$ cat src/rtl/dht_report_pkg.sv
// dht_report_pkg
// Shared types and constants for the DHT11 -> UART report path:
// sequencer state encoding, message lengths and the ASCII bytes used to
// build the report line.
`timescale 1ns/1ps
package dht_report_pkg;

    typedef enum logic [1:0] {
        IDLE = 2'd0,
        LOAD = 2'd1,
        SEND = 2'd2
    } state_t;

    localparam logic [3:0] MSG_LEN_OK  = 4'd11;  // "Hxx% TxxC\r\n"
    localparam logic [3:0] MSG_LEN_ERR = 4'd5;   // "ERR\r\n"

    localparam logic [7:0] ASCII_CR    = 8'h0D;
    localparam logic [7:0] ASCII_LF    = 8'h0A;
    localparam logic [7:0] ASCII_0     = 8'h30;
    localparam logic [7:0] ASCII_H     = 8'h48;
    localparam logic [7:0] ASCII_T     = 8'h54;
    localparam logic [7:0] ASCII_PCT   = 8'h25;
    localparam logic [7:0] ASCII_C     = 8'h43;
    localparam logic [7:0] ASCII_E     = 8'h45;
    localparam logic [7:0] ASCII_R     = 8'h52;
    localparam logic [7:0] ASCII_SPACE = 8'h20;

    // Decimal digit (0..9) to its ASCII character.
    function automatic logic [7:0] digit_ascii(input logic [3:0] d);
        return ASCII_0 + {4'h0, d};
    endfunction

endpackage

$ cat src/rtl/dht_frame_decode.sv
// dht_frame_decode
// Combinational decode of one DHT11 40-bit frame: checksum check, clamping
// of the integer humidity/temperature bytes and split into decimal digits.
// Shared with the FND display path so both show identical numbers.
// Ports:
//   frame_i  : {hum_int, hum_dec, temp_int, temp_dec, checksum}
//   chk_ok_o : sum of the four data bytes mod 256 equals the checksum byte
//   hum10_o  : tens digit of clamped humidity
//   hum1_o   : units digit of clamped humidity
//   tmp10_o  : tens digit of clamped temperature
//   tmp1_o   : units digit of clamped temperature
`timescale 1ns/1ps
module dht_frame_decode #(
    parameter int unsigned HUM_MAX  = 90,
    parameter int unsigned TEMP_MAX = 50
) (
    input  logic [39:0] frame_i,
    output logic        chk_ok_o,
    output logic [3:0]  hum10_o,
    output logic [3:0]  hum1_o,
    output logic [3:0]  tmp10_o,
    output logic [3:0]  tmp1_o
);

    localparam logic [7:0] HUM_MAX_B  = 8'(HUM_MAX);
    localparam logic [7:0] TEMP_MAX_B = 8'(TEMP_MAX);

    logic [9:0] sum;
    logic [7:0] hum_c;
    logic [7:0] tmp_c;

    always_comb begin
        sum = {2'b00, frame_i[39:32]} + {2'b00, frame_i[31:24]}
            + {2'b00, frame_i[23:16]} + {2'b00, frame_i[15:8]};
        chk_ok_o = ((sum % 10'd256) == {2'b00, frame_i[7:0]});

        hum_c = (frame_i[39:32] >= HUM_MAX_B)  ? HUM_MAX_B  : frame_i[39:32];
        tmp_c = (frame_i[23:16] >= TEMP_MAX_B) ? TEMP_MAX_B : frame_i[23:16];

        // Clamped values are at most 99, so the tens digit fits in 4 bits.
        hum10_o = 4'(hum_c / 8'd10);
        hum1_o  = 4'(hum_c % 8'd10);
        tmp10_o = 4'(tmp_c / 8'd10);
        tmp1_o  = 4'(tmp_c % 8'd10);
    end

endmodule

$ cat src/rtl/dht_uart_reporter.sv
// dht_uart_reporter
// Turns each completed DHT11 frame into an ASCII report line and pushes it
// byte by byte into the UART TX FIFO. Frames arriving while a report is in
// progress are dropped and counted; checksum failures produce "ERR\r\n".
// Ports:
//   clk, rst     : clock, asynchronous active-high reset
//   i_data       : DHT11 frame {hum_int, hum_dec, temp_int, temp_dec, checksum}
//   i_valid      : one-cycle pulse, i_data holds a new frame
//   i_fifo_full  : TX FIFO full, blocks pushes
//   o_push       : FIFO write strobe
//   o_tx_data    : byte written when o_push is high
//   o_busy       : report in progress
//   o_err_cnt    : saturating checksum-failure count
//   o_drop_cnt   : saturating count of frames ignored while busy
`timescale 1ns/1ps
module dht_uart_reporter
    import dht_report_pkg::*;
#(
    parameter int unsigned HUM_MAX  = 90,
    parameter int unsigned TEMP_MAX = 50
) (
    input  logic        clk,
    input  logic        rst,
    input  logic [39:0] i_data,
    input  logic        i_valid,
    input  logic        i_fifo_full,
    output logic        o_push,
    output logic [7:0]  o_tx_data,
    output logic        o_busy,
    output logic [7:0]  o_err_cnt,
    output logic [7:0]  o_drop_cnt
);

    state_t      state_q;
    logic [39:0] frame_q;
    logic [3:0]  idx_q;
    logic        err_q;
    logic [3:0]  h10_q, h1_q, t10_q, t1_q;
    logic        busy_q;
    logic [7:0]  err_cnt_q;
    logic [7:0]  drop_cnt_q;

    logic        chk_ok;
    logic [3:0]  h10, h1, t10, t1;
    logic [3:0]  last_idx;
    logic        push;
    logic [7:0]  tx_byte;

    dht_frame_decode #(
        .HUM_MAX  (HUM_MAX),
        .TEMP_MAX (TEMP_MAX)
    ) u_decode (
        .frame_i  (frame_q),
        .chk_ok_o (chk_ok),
        .hum10_o  (h10),
        .hum1_o   (h1),
        .tmp10_o  (t10),
        .tmp1_o   (t1)
    );

    assign last_idx = err_q ? (MSG_LEN_ERR - 4'd1) : (MSG_LEN_OK - 4'd1);

    // Push is combinational on the full flag so no write ever lands on a
    // full FIFO, even in the cycle the flag rises.
    assign push = (state_q == SEND) && !i_fifo_full;

    always_comb begin
        tx_byte = '0;
        if (state_q == SEND) begin
            if (err_q) begin
                case (idx_q)
                    4'd0:    tx_byte = ASCII_E;
                    4'd1:    tx_byte = ASCII_R;
                    4'd2:    tx_byte = ASCII_R;
                    4'd3:    tx_byte = ASCII_CR;
                    4'd4:    tx_byte = ASCII_LF;
                    default: tx_byte = '0;
                endcase
            end else begin
                case (idx_q)
                    4'd0:    tx_byte = ASCII_H;
                    4'd1:    tx_byte = digit_ascii(h10_q);
                    4'd2:    tx_byte = digit_ascii(h1_q);
                    4'd3:    tx_byte = ASCII_PCT;
                    4'd4:    tx_byte = ASCII_SPACE;
                    4'd5:    tx_byte = ASCII_T;
                    4'd6:    tx_byte = digit_ascii(t10_q);
                    4'd7:    tx_byte = digit_ascii(t1_q);
                    4'd8:    tx_byte = ASCII_C;
                    4'd9:    tx_byte = ASCII_CR;
                    4'd10:   tx_byte = ASCII_LF;
                    default: tx_byte = '0;
                endcase
            end
        end
    end

    always_ff @(posedge clk or posedge rst) begin
        if (rst) begin
            state_q    <= IDLE;
            frame_q    <= '0;
            idx_q      <= '0;
            err_q      <= 1'b0;
            h10_q      <= '0;
            h1_q       <= '0;
            t10_q      <= '0;
            t1_q       <= '0;
            busy_q     <= 1'b0;
            err_cnt_q  <= '0;
            drop_cnt_q <= '0;
        end else begin
            // A frame offered outside IDLE is lost, including on the final push.
            if (i_valid && (state_q != IDLE) && (drop_cnt_q != 8'hFF)) begin
                drop_cnt_q <= drop_cnt_q + 8'd1;
            end

            case (state_q)
                IDLE: begin
                    if (i_valid) begin
                        frame_q <= i_data;
                        busy_q  <= 1'b1;
                        state_q <= LOAD;
                    end
                end
                LOAD: begin
                    err_q <= !chk_ok;
                    h10_q <= h10;
                    h1_q  <= h1;
                    t10_q <= t10;
                    t1_q  <= t1;
                    if (!chk_ok && (err_cnt_q != 8'hFF)) begin
                        err_cnt_q <= err_cnt_q + 8'd1;
                    end
                    idx_q   <= '0;
                    state_q <= SEND;
                end
                SEND: begin
                    if (push) begin
                        if (idx_q == last_idx) begin
                            idx_q   <= '0;
                            busy_q  <= 1'b0;
                            state_q <= IDLE;
                        end else begin
                            idx_q <= idx_q + 4'd1;
                        end
                    end
                end
                default: begin
                    busy_q  <= 1'b0;
                    state_q <= IDLE;
                end
            endcase
        end
    end

    assign o_push     = push;
    assign o_tx_data  = tx_byte;
    assign o_busy     = busy_q;
    assign o_err_cnt  = err_cnt_q;
    assign o_drop_cnt = drop_cnt_q;

endmodule

$ cat config.mk
export PLATFORM = sky130hd
export DESIGN_NAME = dht_uart_reporter
export DESIGN_NICKNAME = d
export VERILOG_FILES = /design/src/rtl/dht_report_pkg.sv /design/src/rtl/dht_frame_decode.sv /design/src/rtl/dht_uart_reporter.sv
export SDC_FILE = /design/constraint.sdc
export NUM_CORES = 1
export LEC_CHECK = 0
export BUFFER_PORTS_ARGS = -buffer_cell sky130_fd_sc_hd__buf_2
export CORE_MARGIN = 2
export CORE_UTILIZATION = 52
export DETAILED_ROUTE_END_ITERATION = 8
export HOLD_SLACK_MARGIN = 0.02
export PLACE_DENSITY = 0.76
export SYNTH_ARGS = -nofsm -noshare
export SYNTH_HDL_FRONTEND = slang
export SYNTH_SLANG_ARGS = --single-unit
export TNS_END_PERCENT = 100
$ cat constraint.sdc
create_clock -name clk -period 3.3 [get_ports clk]
set_clock_uncertainty 0.2 [all_clocks]
set_input_delay 0.33 -clock clk [delete_from_list [all_inputs] [get_ports clk]]
set_output_delay 0.33 -clock clk [all_outputs]
set_load 0.01 [all_outputs]
==> impl_results.md <==
- Critical Path RT: 3.35 ns
- I/O Buffers: 68
- CTS Buffer Depth: 2
- Top cells by area, synth: dfrtp_1, mux2_2, fa_1
- Maxcap violations: 0
- Drt first pass iters: 5
- Post-route DRC: 0
- Async S/R FF share, synth: 100.0%
- Clk_lat worst skew: 0.36 ns
- First-pass GRT wire length: 19.53 mm
- Top cells by count, synth: dfrtp_1, nand2_1, mux2_2, o21ai_0, clkbuf_1
- Synthesized area per cell: 10.14 sq um
- Largest net degree at the start of global routing: 64
- Wire per inst: 15.81 um
- Total congestion overflow: 0
- CP max FO: 5
- Die width: 101.5 um
- Hold Fails Final Rpt: 17
- Met1 GRT Util: 30.90%
- Hold crit path type: input port to async pin
- Crit share post-route: 108.6%
- Clock slew seen by the registers of the worst setup and hold paths: 0.08 ns
- Routability cong.: 0.8538
- Pre-CTS WS: -0.2717 ns
- Crit path DAT: 3.64 ns
- Net count, final: 671
- I/O pin count: 70
- Worst slew margin: 27.65%
- Slew @ Worst Pin: 1.085 ns
- Most frequent cell after synthesis: dfrtp_1
- Routed vias/inst: 5.518
- Top-area cell type share of the netlist area: 40.53%
- Final antenna-violating net count: 0
- Vias: 4,039
- EDFF count, synth: 0
- Syn Nets: 560
- Met2 usage: 42.13%
- GR peak layer: met2
- Vias in the first global route: 4,130
- Register area share after synthesis: 40.53%
- Fin crit period: 3.584 ns
- Initial core utilization: 53.46%
- # diodes: 0
- CP Capture Type: flop
- Initial antenna violation count: 0
- Clk root buf: clkbuf_8
- Number of H-tree levels: 3
- RSZ-0062 raised after global routing: yes
- DRT iter0 DRCs: 218
- CTS Buf Count: 9
- Outcome: finished, violations left
- R2R Path Start: frame_q[9]$_DFFE_PP0P_
- Post-synth top flop: dfrtp_1
- Fmax: 279.0 MHz
- Fillers: 697
- All-layer global routing usage: 24.24%
- Layout cell share with drive strength beyond 1: 28.86%
- Post-route cell area: 6150 sq um
- PnR worst setup slack: -0.2839 ns
- Post-synthesis cell area: 4940 sq um
- Crit path from: frame_q[9]$_DFFE_PP0P_
- Worst hold margin: -0.01879 ns
- CTS tree: done
- Largest area contributor in the netlist: dfrtp_1
- Failing checks: hold timing, setup timing
- Core ar.: 9240 sq um
- Area after DPL: 5519 sq um
- Die Area: 10,300 sq um
- Final Routed Wirelength: 11.57 mm
- Slew Limit Fails: 0
- Met3 usage: 3.934%
- Final HPWL from detailed placement: 7.840 mm
- CP Launch Type: flop
- Chip height: 101.5 um
- Num rows: 35
- CTS Sinks: 80
- Cell count after synthesis: 487
- Final setup viols: 9
- Yosys reg bits: 80
- Area grow syn2layout: 24.49%
- Crit path kind: flop to flop
- Post-synth cell types: 66
- Synth warnings: 0
sequential cells by signal, summed over array words and instances, names as in the netlist:
register and cells:
h1_q 4, idx_q 4, err_q 1, h10_q 4, o_err_cnt 8, o_busy 1, frame_q 40, t1_q 4
state_q 2, t10_q 4, o_drop_cnt 8
worst max-delay path: stages (launching register included):
cell and delay, ns:
dfrtp_1 0.41, fa_1 0.50, fa_1 0.51, ha_2 0.19
inv_2 0.04, fa_2 0.33, nand3b_1 0.20, a21o_1 0.21
and3_4 0.18, o2111ai_4 0.26, buf_6 0.18, nand4b_1 0.12
xnor2_1 0.15
layer usage:
layer	wire length, um	up-vias
met3	438	14
met2	5919	101
met5	0	-
met4	191	0
met1	5025	1984
li1	-	1940
path summary, 6_finish.rpt:
kind / to / slack, ns / cells after the start
max: o_err_cnt[4]$_DFFE_PP0P_ / -0.28 / 12
min: o_err_cnt[2]$_DFFE_PP0P_ / -0.02 / 2
max reg2reg: o_err_cnt[4]$_DFFE_PP0P_ / -0.28 / 12
min reg2reg: o_busy$_DFFE_PP0P_ / 0.28 / 1
max in group asynchronous: frame_q[29]$_DFFE_PP0P_ / 2.14 / 3
min in group clk: frame_q[32]$_DFFE_PP0P_ / 0.02 / 2
kinds of logic (layout without fill, tap and decap cells):
kind of cell,count (synthesis),count (layout),synth area share [%]
and+or+nand+nor,138,138,14.82
adders and majority gates,29,29,9.473
other,1,1,0.07591
AOI/OAI and AO/OA,120,120,16.16
muxes,40,40,9.144
buffers and inverters,50,166,3.926
DFF,80,80,40.53
xor gates and xnor gates,29,29,5.876
layout by cell type, fill, tap and decap left out, drive strengths merged, types with 9 or more instances in the layout:
cell type	synthesis	final
nand2b	14	14
buf	3	97
nand3	12	12
inv	19	18
a211oi	9	9
xnor2	21	21
dfrtp	80	80
nor2	21	21
a21oi	27	27
nor3	10	10
o21ai	38	38
fa	14	14
ha	15	15
mux2	38	38
dlygate4sd3	0	34
clkbuf	28	10
nand2	43	43
area by class of cell:
class	count	area (sq um)	area share, %
inverter	19	72.57	1.180
clock inverter	6	83.83	1.363
sequential	80	2002	32.55
multi-input combinational	357	2796	45.47
clock buffer	10	127.6	2.075
timing repair buffer	131	905.9	14.73
tap	129	161.4	2.625
through the flow:
stage | cells | hold slack [ns] | utilization (%) | TNS (ns)
after floorplan | 487 | 0.2468 | - | -0.2215
after global placement | 677 | 0.2593 | 59.73 | -0.9405
after detailed placement | 677 | 0.2707 | 59.73 | -1.722
after CTS | 729 | 0.02317 | 66.11 | -1.484
after global routing | 732 | 0.02645 | 66.55 | -2.965
final | 732 | -0.01879 | 66.55 | -1.928
repair_timing:
item,in CTS,in global routing
hold buffers,33,1
gates resized for setup,8,3
pin swaps,6,3
setup endpoints to repair,9,9
hold endpoints to repair,33,1
setup buffers,3,2
Power is left out: the tool's default activity adds up to more than one toggle a clock period on the data nets, which glitch-free logic cannot reach.
